[src/rtl/xbar_pkg.sv]
// Shared crossbar definitions: destination-field width helper and index type.
package xbar_pkg;

   localparam int unsigned XBAR_N_OUTPUTS = 2;

   // Destination width is never narrower than one bit, even for a single output.
   function automatic int unsigned xbar_dest_width(input int unsigned n);
      return (n <= 2) ? 1 : $clog2(n);
   endfunction

   typedef logic [xbar_dest_width(XBAR_N_OUTPUTS)-1:0] xbar_dest_t;

endpackage

[src/rtl/xbar_queue_regfile.sv]
// Queue storage: one synchronous write port, one combinational read port, no reset.
module xbar_queue_regfile
   import xbar_pkg::*;
#(
   parameter int unsigned BIT_WIDTH = 32,
   parameter int unsigned DEPTH     = 4,
   parameter int unsigned AW        = 2
) (
   input  logic                 clk,
   input  logic                 wen,
   input  logic [AW-1:0]        waddr,
   input  logic [BIT_WIDTH-1:0] wdata,
   input  logic [AW-1:0]        raddr,
   output logic [BIT_WIDTH-1:0] rdata
);

   logic [BIT_WIDTH-1:0] mem [DEPTH];

   always_ff @(posedge clk) begin
      if (wen) mem[waddr] <= wdata;
   end

   assign rdata = mem[raddr];

endmodule

[src/rtl/xbar_input_queue.sv]
// Per-input crossbar buffering FIFO with destination decode and illegal-destination drop.
// Optional empty-queue bypass path enabled by defining XBAR_INQ_BYPASS_EN.
module xbar_input_queue
   import xbar_pkg::*;
#(
   parameter int unsigned BIT_WIDTH = 32,
   parameter int unsigned N_OUTPUTS = 2,
   parameter int unsigned DEPTH     = 4
) (
   input  logic                                  clk,
   input  logic                                  reset,
   input  logic [BIT_WIDTH-1:0]                  recv_msg,
   input  logic                                  recv_val,
   output logic                                  recv_rdy,
   output logic [BIT_WIDTH-1:0]                  send_msg,
   output logic                                  send_val,
   input  logic                                  send_rdy,
   output logic [xbar_dest_width(N_OUTPUTS)-1:0] send_dest,
   output logic [$clog2(DEPTH+1)-1:0]            count,
   output logic                                  drop
);

   localparam int unsigned DW = xbar_dest_width(N_OUTPUTS);
   localparam int unsigned AW = $clog2(DEPTH);
   localparam int unsigned CW = $clog2(DEPTH+1);
   localparam logic [AW-1:0] LAST = AW'(DEPTH-1);
   localparam logic [CW-1:0] FULL = CW'(DEPTH);

   logic [AW-1:0]        wr_ptr;
   logic [AW-1:0]        rd_ptr;
   logic [BIT_WIDTH-1:0] head_msg;
   logic [DW-1:0]        head_dest;
   logic                 q_val;
   logic                 illegal;
   logic                 head_ok;
   logic                 enq;
   logic                 deq;

   function automatic logic dest_bad(input logic [DW-1:0] d);
      return (32'(d) >= N_OUTPUTS);
   endfunction

   xbar_queue_regfile #(
      .BIT_WIDTH (BIT_WIDTH),
      .DEPTH     (DEPTH),
      .AW        (AW)
   ) u_regfile (
      .clk   (clk),
      .wen   (enq),
      .waddr (wr_ptr),
      .wdata (recv_msg),
      .raddr (rd_ptr),
      .rdata (head_msg)
   );

   assign head_dest = head_msg[BIT_WIDTH-1 -: DW];
   assign q_val     = (count != '0);
   assign illegal   = q_val && dest_bad(head_dest);
   assign head_ok   = q_val && !illegal;
   assign recv_rdy  = (count != FULL);
   assign deq       = (head_ok && send_rdy) || illegal;
   assign drop      = illegal;

`ifdef XBAR_INQ_BYPASS_EN
   logic byp;

   // An empty queue forwards a legal incoming message directly; it is only
   // written into storage if the crossbar does not take it this cycle.
   assign byp       = !q_val && recv_val && !dest_bad(recv_msg[BIT_WIDTH-1 -: DW]);
   assign send_val  = byp || head_ok;
   assign send_msg  = byp ? recv_msg : head_msg;
   assign send_dest = send_msg[BIT_WIDTH-1 -: DW];
   assign enq       = recv_val && recv_rdy && !(byp && send_rdy);
`else
   assign send_val  = head_ok;
   assign send_msg  = head_msg;
   assign send_dest = head_dest;
   assign enq       = recv_val && recv_rdy;
`endif

   always_ff @(posedge clk or posedge reset) begin
      if (reset) begin
         wr_ptr <= '0;
         rd_ptr <= '0;
         count  <= '0;
      end else begin
         if (enq) wr_ptr <= (wr_ptr == LAST) ? '0 : wr_ptr + 1'b1;
         if (deq) rd_ptr <= (rd_ptr == LAST) ? '0 : rd_ptr + 1'b1;
         case ({enq, deq})
            2'b10:   count <= count + 1'b1;
            2'b01:   count <= count - 1'b1;
            default: count <= count;
         endcase
      end
   end

endmodule

[config.mk]
export PLATFORM = sky130hd
export DESIGN_NAME = xbar_input_queue
export DESIGN_NICKNAME = d
export VERILOG_FILES = /design/src/rtl/xbar_pkg.sv /design/src/rtl/xbar_queue_regfile.sv /design/src/rtl/xbar_input_queue.sv
export SDC_FILE = /design/constraint.sdc
export NUM_CORES = 1
export LEC_CHECK = 0
export CAP_MARGIN = 20
export CELL_PAD_IN_SITES_DETAIL_PLACEMENT = 1
export CELL_PAD_IN_SITES_GLOBAL_PLACEMENT = 2
export CORE_MARGIN = 8
export CORE_UTILIZATION = 25
export DETAILED_ROUTE_END_ITERATION = 10
export PLACE_DENSITY = 0.6
export SLEW_MARGIN = 20
export SYNTH_ARGS = -nofsm -noshare
export SYNTH_HDL_FRONTEND = slang
export SYNTH_SLANG_ARGS = --single-unit
export TNS_END_PERCENT = 5
[constraint.sdc]
create_clock -name clk -period 6.1 [get_ports clk]
set_clock_uncertainty 0.2 [all_clocks]
set_input_delay 1.525 -clock clk [delete_from_list [all_inputs] [get_ports clk]]
set_output_delay 1.525 -clock clk [all_outputs]
set_load 0.005 [all_outputs]
== Yosys cells after proc, flatten, opt, wreduce, memory -nomap -nowiden ==
Memory sizes are Yosys's and may differ from the RTL's.
Index checks and enable logic that the tools add are counted.

* Flip-flop bits (word level): 7
* RAM bits: 128
* Bits of input ports: 36
* Word-level logic and storage cells: 22
* Memories kept: 1

{| class="wikitable"
|+ Memories
! memory !! depth !! bits a word !! rd ports !! clocked after memory_dff !! wr ports !! RTL line !! source
|-
| u_regfile.mem || 4 || 32 || 1 || 0 || 1 || xbar_queue_regfile.sv:17 || <nowiki>logic [BIT_WIDTH-1:0] mem [DEPTH];</nowiki>
|}

* $add $sub $neg: 4
* Equality and inequality tests: 5
* Muxes and demuxes: 5
* Reduce and logical (&&, ||, !) cells: 4

{| class="wikitable"
|+ Operators by type and width
! cell !! count
|-
| $eq A2 B2 Y1 const B || 3
|-
| $pmux W3 S2 || 1
|-
| $add A2 B1 Y2 const B || 2
|-
| $mux W2 || 2
|-
| $add A3 B1 Y3 const B || 1
|-
| $ne A3 B3 Y1 const B || 1
|-
| $reduce_bool A3 Y1 || 1
|-
| $sub A3 B1 Y3 const B || 1
|-
| $eq A2 B1 Y1 const B || 1
|-
| $logic_and A1 B1 Y1 || 2
|-
| $mux W1 || 2
|-
| $reduce_bool A2 Y1 || 1
|}

== Logic depth before layout (Yosys ltp) ==
Gate-level depths: netlist of the first run.

* Word-level depth: 4
* Depth in mapped cells: 9
* Mapped depth without buffers: 9

== Modules after synthesis ==
A second synthesis of the first run with hierarchy kept.

* Cell total of the unflattened synthesis: 207
* Area total of the unflattened synthesis: 5,102.4 um^2

{| class="wikitable"
|+ Modules (own cells, without submodules)
! module !! instances !! cells an instance !! area each (um^2) !! sequential area each (um^2)
|-
| xbar_queue_regfile || 1 || 171 || 4,689.5 || 3,843.7
|-
| xbar_input_queue || 1 || 36 || 412.9 || 175.2
|}

== Least setup slack after synthesis of the first run ==
Ideal clock, no wire load.

* Kind: reg2out
* Start: register rd_ptr[0]
* End: output port send_msg[10]
* Arrival: 1.271 ns
* Slack: 3.104 ns
* Cell stages (with the launch flop): 4
* Path buffers: 2
* Path through: dfrtp_1 buf_2 buf_4 mux4_2

* Cells in the longest elaborated chain, start to end: 1

{| class="wikitable"
|+ Ends and longest elaborated chain
! item !! RTL line !! source
|-
| start: declaration || xbar_input_queue.sv:30 || <nowiki>logic [AW-1:0] rd_ptr;</nowiki>
|-
| start signal: assignment || xbar_input_queue.sv:88 || <nowiki>if (deq) rd_ptr <= (rd_ptr == LAST) ? '0 : rd_ptr + 1'b1;</nowiki>
|-
| $mem_v2 Z4 W32 || - ||
|-
| end: declaration || xbar_input_queue.sv:15 || <nowiki>output logic [BIT_WIDTH-1:0] send_msg,</nowiki>
|}

No other way between the ends.

== Worst setup path in the final report of the first run ==
* Start: register rd_ptr[0]
* End: output port send_msg[30]

The elaborated chain is that of the path after synthesis.

==> flow_summary.ini, run 1 <==
[synth]
synth_compound_gate_area_share_pct = 0
ys_async_sr_fraction_pct = 5.19
syn-cell-area_um2 = 5090
yosysSeqAreaShare_pct = 78.9
synthDominantCellAreaShare_pct = 75.5
ys_ff_latch = 135
synthesis.yosys.warnings = 0
synthDominantAreaCellType = edfxtp_1
synthAdderAreaFrac_pct = 1.87
avg_inst_size_synth_um2 = 24.0
post_synth_simple_gate_area_pct = 1.43
synth_top_family_by_area = multiplexers
number_of_enable_type_register_cells_in_the_synthesized_netlist = 128
synthDistinctLibCells = 21
synth.most_common_cell = edfxtp_1
synth_mux_area_share_pct = 15.4
dominantRegCellSynth = edfxtp_1
postSynthNetCount = 255
synthXorXnorAreaFrac_pct = 0.516
synth_cells = 212
yosys-top-cells-count = edfxtp_1 (128), mux4_2 (32), inv_1 (8), dfrtp_1 (7), ha_1 (6)
synth_top_cells_by_area = edfxtp_1 (75%), mux4_2 (14%), dfrtp_1 (3.4%)

[worst_setup_path]
critPathMaxFanout = 19
worstSetupStartpointType = flop
worst_setup_path_end_kind = primary output
required_ns = 4.38
cp_data_arrival_time_ns = 2.66
type_of_the_setup_path_with_the_least_slack = reg -> out

[clock_network]
cts.hold.buffers_added = 0
tritoncts.num_buffers = 17
cts_sinks = 135
number_of_buffers_inserted_by_post_cts_setup_repair = 0
worst_setup_hold_path_clk_slew_ns = 0.06
tritoncts_clock_tree = done
cts_max_level = 4
clockBufferDepth = 2
clk_root_buffer_cell = clkbuf_16
clk-insertion-delay-late_ns = 0.41
post_cts_resized = 0

[grt]
via_count_of_the_first_global_routing_pass = 2909
maximum_number_of_pins_on_one_net_before_global_route_repair = 35
grt_usage_pct = 8.90
global_route_layer_with_the_greatest_usage = met2
global_route_wire_length_before_repair_um = 16800
grt_overflow_total = 0
grt_use_met1_pct = 9.75
gr-usage-met2_pct = 15.1
antenna_found_initial = 0
global_route.usage.met3_pct = 3.77

[sta]
max-slew-margin-rel_pct = 34.0
fmaxAchievable_mhz = 228
timing_max_transition_violations_final = 0
hold_slack_ns = 0.307
total_negative_setup_slacks_ns = 0
worst_pin_slew_ns = 0.990
grt_setup_unrepaired = false
layout_worst_path_cycle_share_pct = 71.8
hold_violations = 0
timing.final.setup_violations = 0
timing.final.crit_period_ns = 4.38

[drt]
routed_via_density = 4.09
route.antenna.remaining_nets = 0
drc = 0
wl_per_cell_um = 18.4
firstDrtPassIters = 2
detailroute.via_count = 2360
drt_wl_total_um = 10600
drt_first_iter_violations = 87

[power]
ratio_of_total_power_to_cell_area_nw_per_um2 = 494
switching_power_uw = 862
internal-power_uw = 2440
comb_power_share_pct = 28.2
max-vdd-ir-drop_mv = 0.237
leakagePower_uw = 0.00220
pwr-share-clk_pct = 30.4
power.share.sequential_pct = 41.4
switching_share_pct = 26.1

[layout]
antenna-diode-count = 0
finish.net_count = 338
finish.utilization_pct = 33.3
layout.filler_cells = 1959
area_growth_syn_to_layout_pct = 31.5
layout_cells_sized_above_1_pct = 23.8

[hold_path]
timing.hold.worst.class = reg -> reg

[floorplanning]
start_util_pct = 25.3
die_width_um = 159
dieHeight_um = 159
io_pins = 75
placement_rows = 52
die-area_um2 = 25200
area_inside_the_core_boundary_um2 = 20100

[placed_design]
io_buffers = 73
place.gp.congestion = 0.647
post-dp-hpwl_um = 6490

[outcome]
status = finished clean

[flow_run]
drv.max_cap_violation_count = 0
==> worst paths after layout <==
kind                                 to  slack (ns)       from  cells past startpoint
max                        send_msg[30]        1.72  rd_ptr[0]                      3
min                            count[2]        0.31   count[2]                      1
min reg2reg                    count[2]        0.31   count[2]                      1
max in group asynchronous     rd_ptr[1]        4.28      reset                      2
max reg2reg                    count[2]        3.63   count[0]                      9
min in group asynchronous      count[2]        1.16      reset                      2
==> through the flow <==
step | area [um2] | setup WS (ns) | instances | power, uW
3_5_place_dp | 6110 | 2.04 | 546 | 2370
6_report | 6690 | 1.72 | 577 | 3300
2_1_floorplan | 5090 | 3.10 | 212 | 1840
4_1_cts | 6690 | 1.58 | 577 | 3390
5_1_grt | 6690 | 1.50 | 577 | 3500
3_3_place_gp | 6110 | 2.03 | 546 | 2350
==> cell type report <==
cell class              count  area, um2  share of cell area, %
multi-input cells          59        981                   14.7
clock buffers              17        425                   6.36
clock inverters            14        159                   2.37
repair buffers             74        738                   11.0
well taps                 270        338                   5.05
inverters                   8       30.0                  0.449
flip-flops and latches    135       4020                   60.1
==> sequential cells by signal, indices dropped and copies added (netlist names) <==
name / cells
count: 3
u_regfile.mem: 128
wr_ptr: 2
rd_ptr: 2
==> placed cells by master, fill, tap and decap left out, types with 2 or more instances in the layout <==
cell,Yosys,final
edfxtp_1,128,128
clkdlybuf4s50_1,0,73
mux4_2,32,32
clkbuf_16,0,17
inv_1,8,8
ha_1,6,6
dfrtp_1,7,5
and3_2,4,4
clkinv_1,0,4
nor2_1,3,3
clkinvlp_4,0,3
bufinv_16,0,3
mux2_2,2,2
mux2_4,2,2
xor2_1,2,2
clkinv_4,0,2
dfrtp_2,0,2
==> layer usage <==
layer / vias up / part of all wire [%]
met1: 1257 / 42
met2: 52 / 51
met3: 11 / 5.0
met4: 0 / 1.3
met5: - / 0
li1: 1040 / -
==> power by group through the flow <==
stage	Sequential [uW]	Clock (uW)	Combinational, uW
final	1370	1000	932
after global routing	1400	1070	1020
after CTS	1380	1030	976
after detailed placement	1400	0	968
after global placement	1390	0	964
after floorplan	1290	0	553
==> critical path: stages (launching register included) <==
cell	delay [ns]
dfrtp_2	0.71
buf_4	0.47
mux4_2	0.58
clkdlybuf4s50_1	0.47
==> logic make-up after synthesis <==
group                    Yosys count
buffers and inverters             18
XOR/XNOR                           3
multiplexers                      37
AND/OR/NAND/NOR                   11
adder cells (fa/ha/maj)            7
other                              1
flip-flops                       135
Note: power is estimated with default switching activity, not from simulation.
==> inputs of run 2 (changes only) <==
- clock period: 6.1 -> 4.49 ns (I/O delays scaled with it)
==> run 2 against run 1 <==
  * Routed wire length shrank 0.55%
  * Cell area grew 0.84%
  * Setup slack lost 1.3 ns
  * Highest routed layer unchanged
==> flow_summary.ini, run 2 (synthesis gave the netlist of run 1 again) <==
[layout]
largest_register_ff_count = 128
max_flop_register = u_regfile.mem
finish.net_count = 339
largestRegisters = u_regfile.mem (128), count (3)
most_common_library_cell_in_the_layout_ignoring_fill_and_taps = edfxtp_1
layout.cells.most_common_list = edfxtp_1 (128), clkdlybuf4s50_1 (73), mux4_2 (32), clkbuf_16 (17), inv_1 (8)
layout.filler_cells = 1971
layout_cells_sized_above_1_pct = 24.7
layout.cells.non_filler = 578
antenna-diode-count = 0
area_growth_syn_to_layout_pct = 32.6

[clock_network]
cts_max_level = 4
tritoncts.num_buffers = 17
number_of_buffers_inserted_by_post_cts_setup_repair = 0
worst_setup_hold_path_clk_slew_ns = 0.06
clockBufferDepth = 2
cts_sinks = 135
clk-insertion-delay-late_ns = 0.41
clk_root_buffer_cell = clkbuf_16
tritoncts_clock_tree = done
post_cts_resized = 0
cts.hold.buffers_added = 0

[hold_path]
timing.hold.worst.class = reg -> reg
hp-start = count[2]
min_delay_worst_endpoint = count[2]
worstHoldPathCells = 1

[outcome]
status = finished clean

[sta]
total_negative_setup_slacks_ns = 0
timing_max_transition_violations_final = 0
layout_worst_path_cycle_share_pct = 90.0
finalWorstSetupSlack_ns = 0.451
fmaxAchievable_mhz = 248
max-slew-margin-rel_pct = 34.2
worst_pin_slew_ns = 0.987
timing.final.setup_violations = 0
grt_setup_unrepaired = false
hold_violations = 0
timing.final.crit_period_ns = 4.04

[worst_setup_path]
worst_setup_path_end_kind = primary output
cp_data_arrival_time_ns = 2.72
type_of_the_setup_path_with_the_least_slack = reg -> out
worstSetupStartpointType = flop
required_ns = 3.17
r2r_start = count[0]
reg2reg_slack_ns = 2.02
critPathMaxFanout = 22
reg2reg_to = count[2]
worstRegToRegCells = 9

[power]
post-layout-total-power_uw = 4620
max-vdd-ir-drop_mv = 0.244
ratio_of_total_power_to_cell_area_nw_per_um2 = 684
leakagePower_uw = 0.00223

[floorplanning]
start_util_pct = 25.3
io_pins = 75
die-area_um2 = 25200
dieHeight_um = 159
die_width_um = 159
placement_rows = 52
area_inside_the_core_boundary_um2 = 20100

[placed_design]
post-dp-hpwl_um = 6230
place_ws_ns = 0.782
dp.cells = 547
place.gp.congestion = 0.650
io_buffers = 73

[drt]
route.antenna.remaining_nets = 0
drt_first_iter_violations = 99
drt_wl_total_um = 10600
routed_via_density = 4.04
detailroute.via_count = 2333
wl_per_cell_um = 18.3
firstDrtPassIters = 4
drc = 0

[grt]
antenna_found_initial = 0
maximum_number_of_pins_on_one_net_before_global_route_repair = 35
grt_usage_pct = 8.97
via_count_of_the_first_global_routing_pass = 2742
global_route_wire_length_before_repair_um = 16600
grt_overflow_total = 0

[flow_run]
drv.max_cap_violation_count = 0
run 2: changes by cell type in the layout (fill, tap and decap cells not counted):
cell       delta
bufinv_16     +2
clkinv_1      -2
buf_4         +1
clkinv_2      +1
inv_6         -1
run 2: where the power goes:
group	leakage [uW]	switching (uW)	internal, uW
Combinational	0.000675	477	785
Clock	0.000300	506	976
Sequential	0.00125	199	1680
run 2: worst max-delay path by stage:
stage / start / endpoint
after CTS: rd_ptr[0] / send_msg[2]
after detailed placement: rd_ptr[0] / send_msg[2]
after floorplan: rd_ptr[0] / send_msg[10]
final: rd_ptr[0] / send_dest
after global routing: rd_ptr[0] / send_dest
after global placement: rd_ptr[0] / send_msg[2]
run 2: area by class of cell:
class	instances	area [um2]	area share [%]
timing repair buffer	75	746	11.0
clock inverter	14	208	3.08
multi-input combinational	59	981	14.5
sequential	135	4020	59.6
inverter	8	30.0	0.445
clock buffer	17	425	6.30
tap	270	338	5.01
run 2: critical path: stages (launching register included):
cell	delay, ns
dfrtp_2	0.84
buf_4	0.40
mux4_2	0.56
clkdlybuf4s50_1	0.47
run 2: routing by layer:
layer  vias to the layer above  wire, um  global-route usage, %
met2                        51      5350                   14.5
met1                      1234      4540                   10.2
met4                         0       119                   3.38
met3                        12       542                   4.16
li1                       1036         -                      -
met5                         -         0                      0
run 2: metrics by stage:
| stage | hold WS, ns | util [%] | area, um2 |
|---|---|---|---|
| 4_1_cts | 0.312 | 33.6 | 6750 |
| 3_5_place_dp | 0.294 | 30.4 | 6120 |
| 6_report | 0.308 | 33.6 | 6750 |
| 5_1_grt | 0.356 | 33.6 | 6750 |
| 2_1_floorplan | 0.289 | - | 5090 |
| 3_3_place_gp | 0.293 | 30.4 | 6120 |
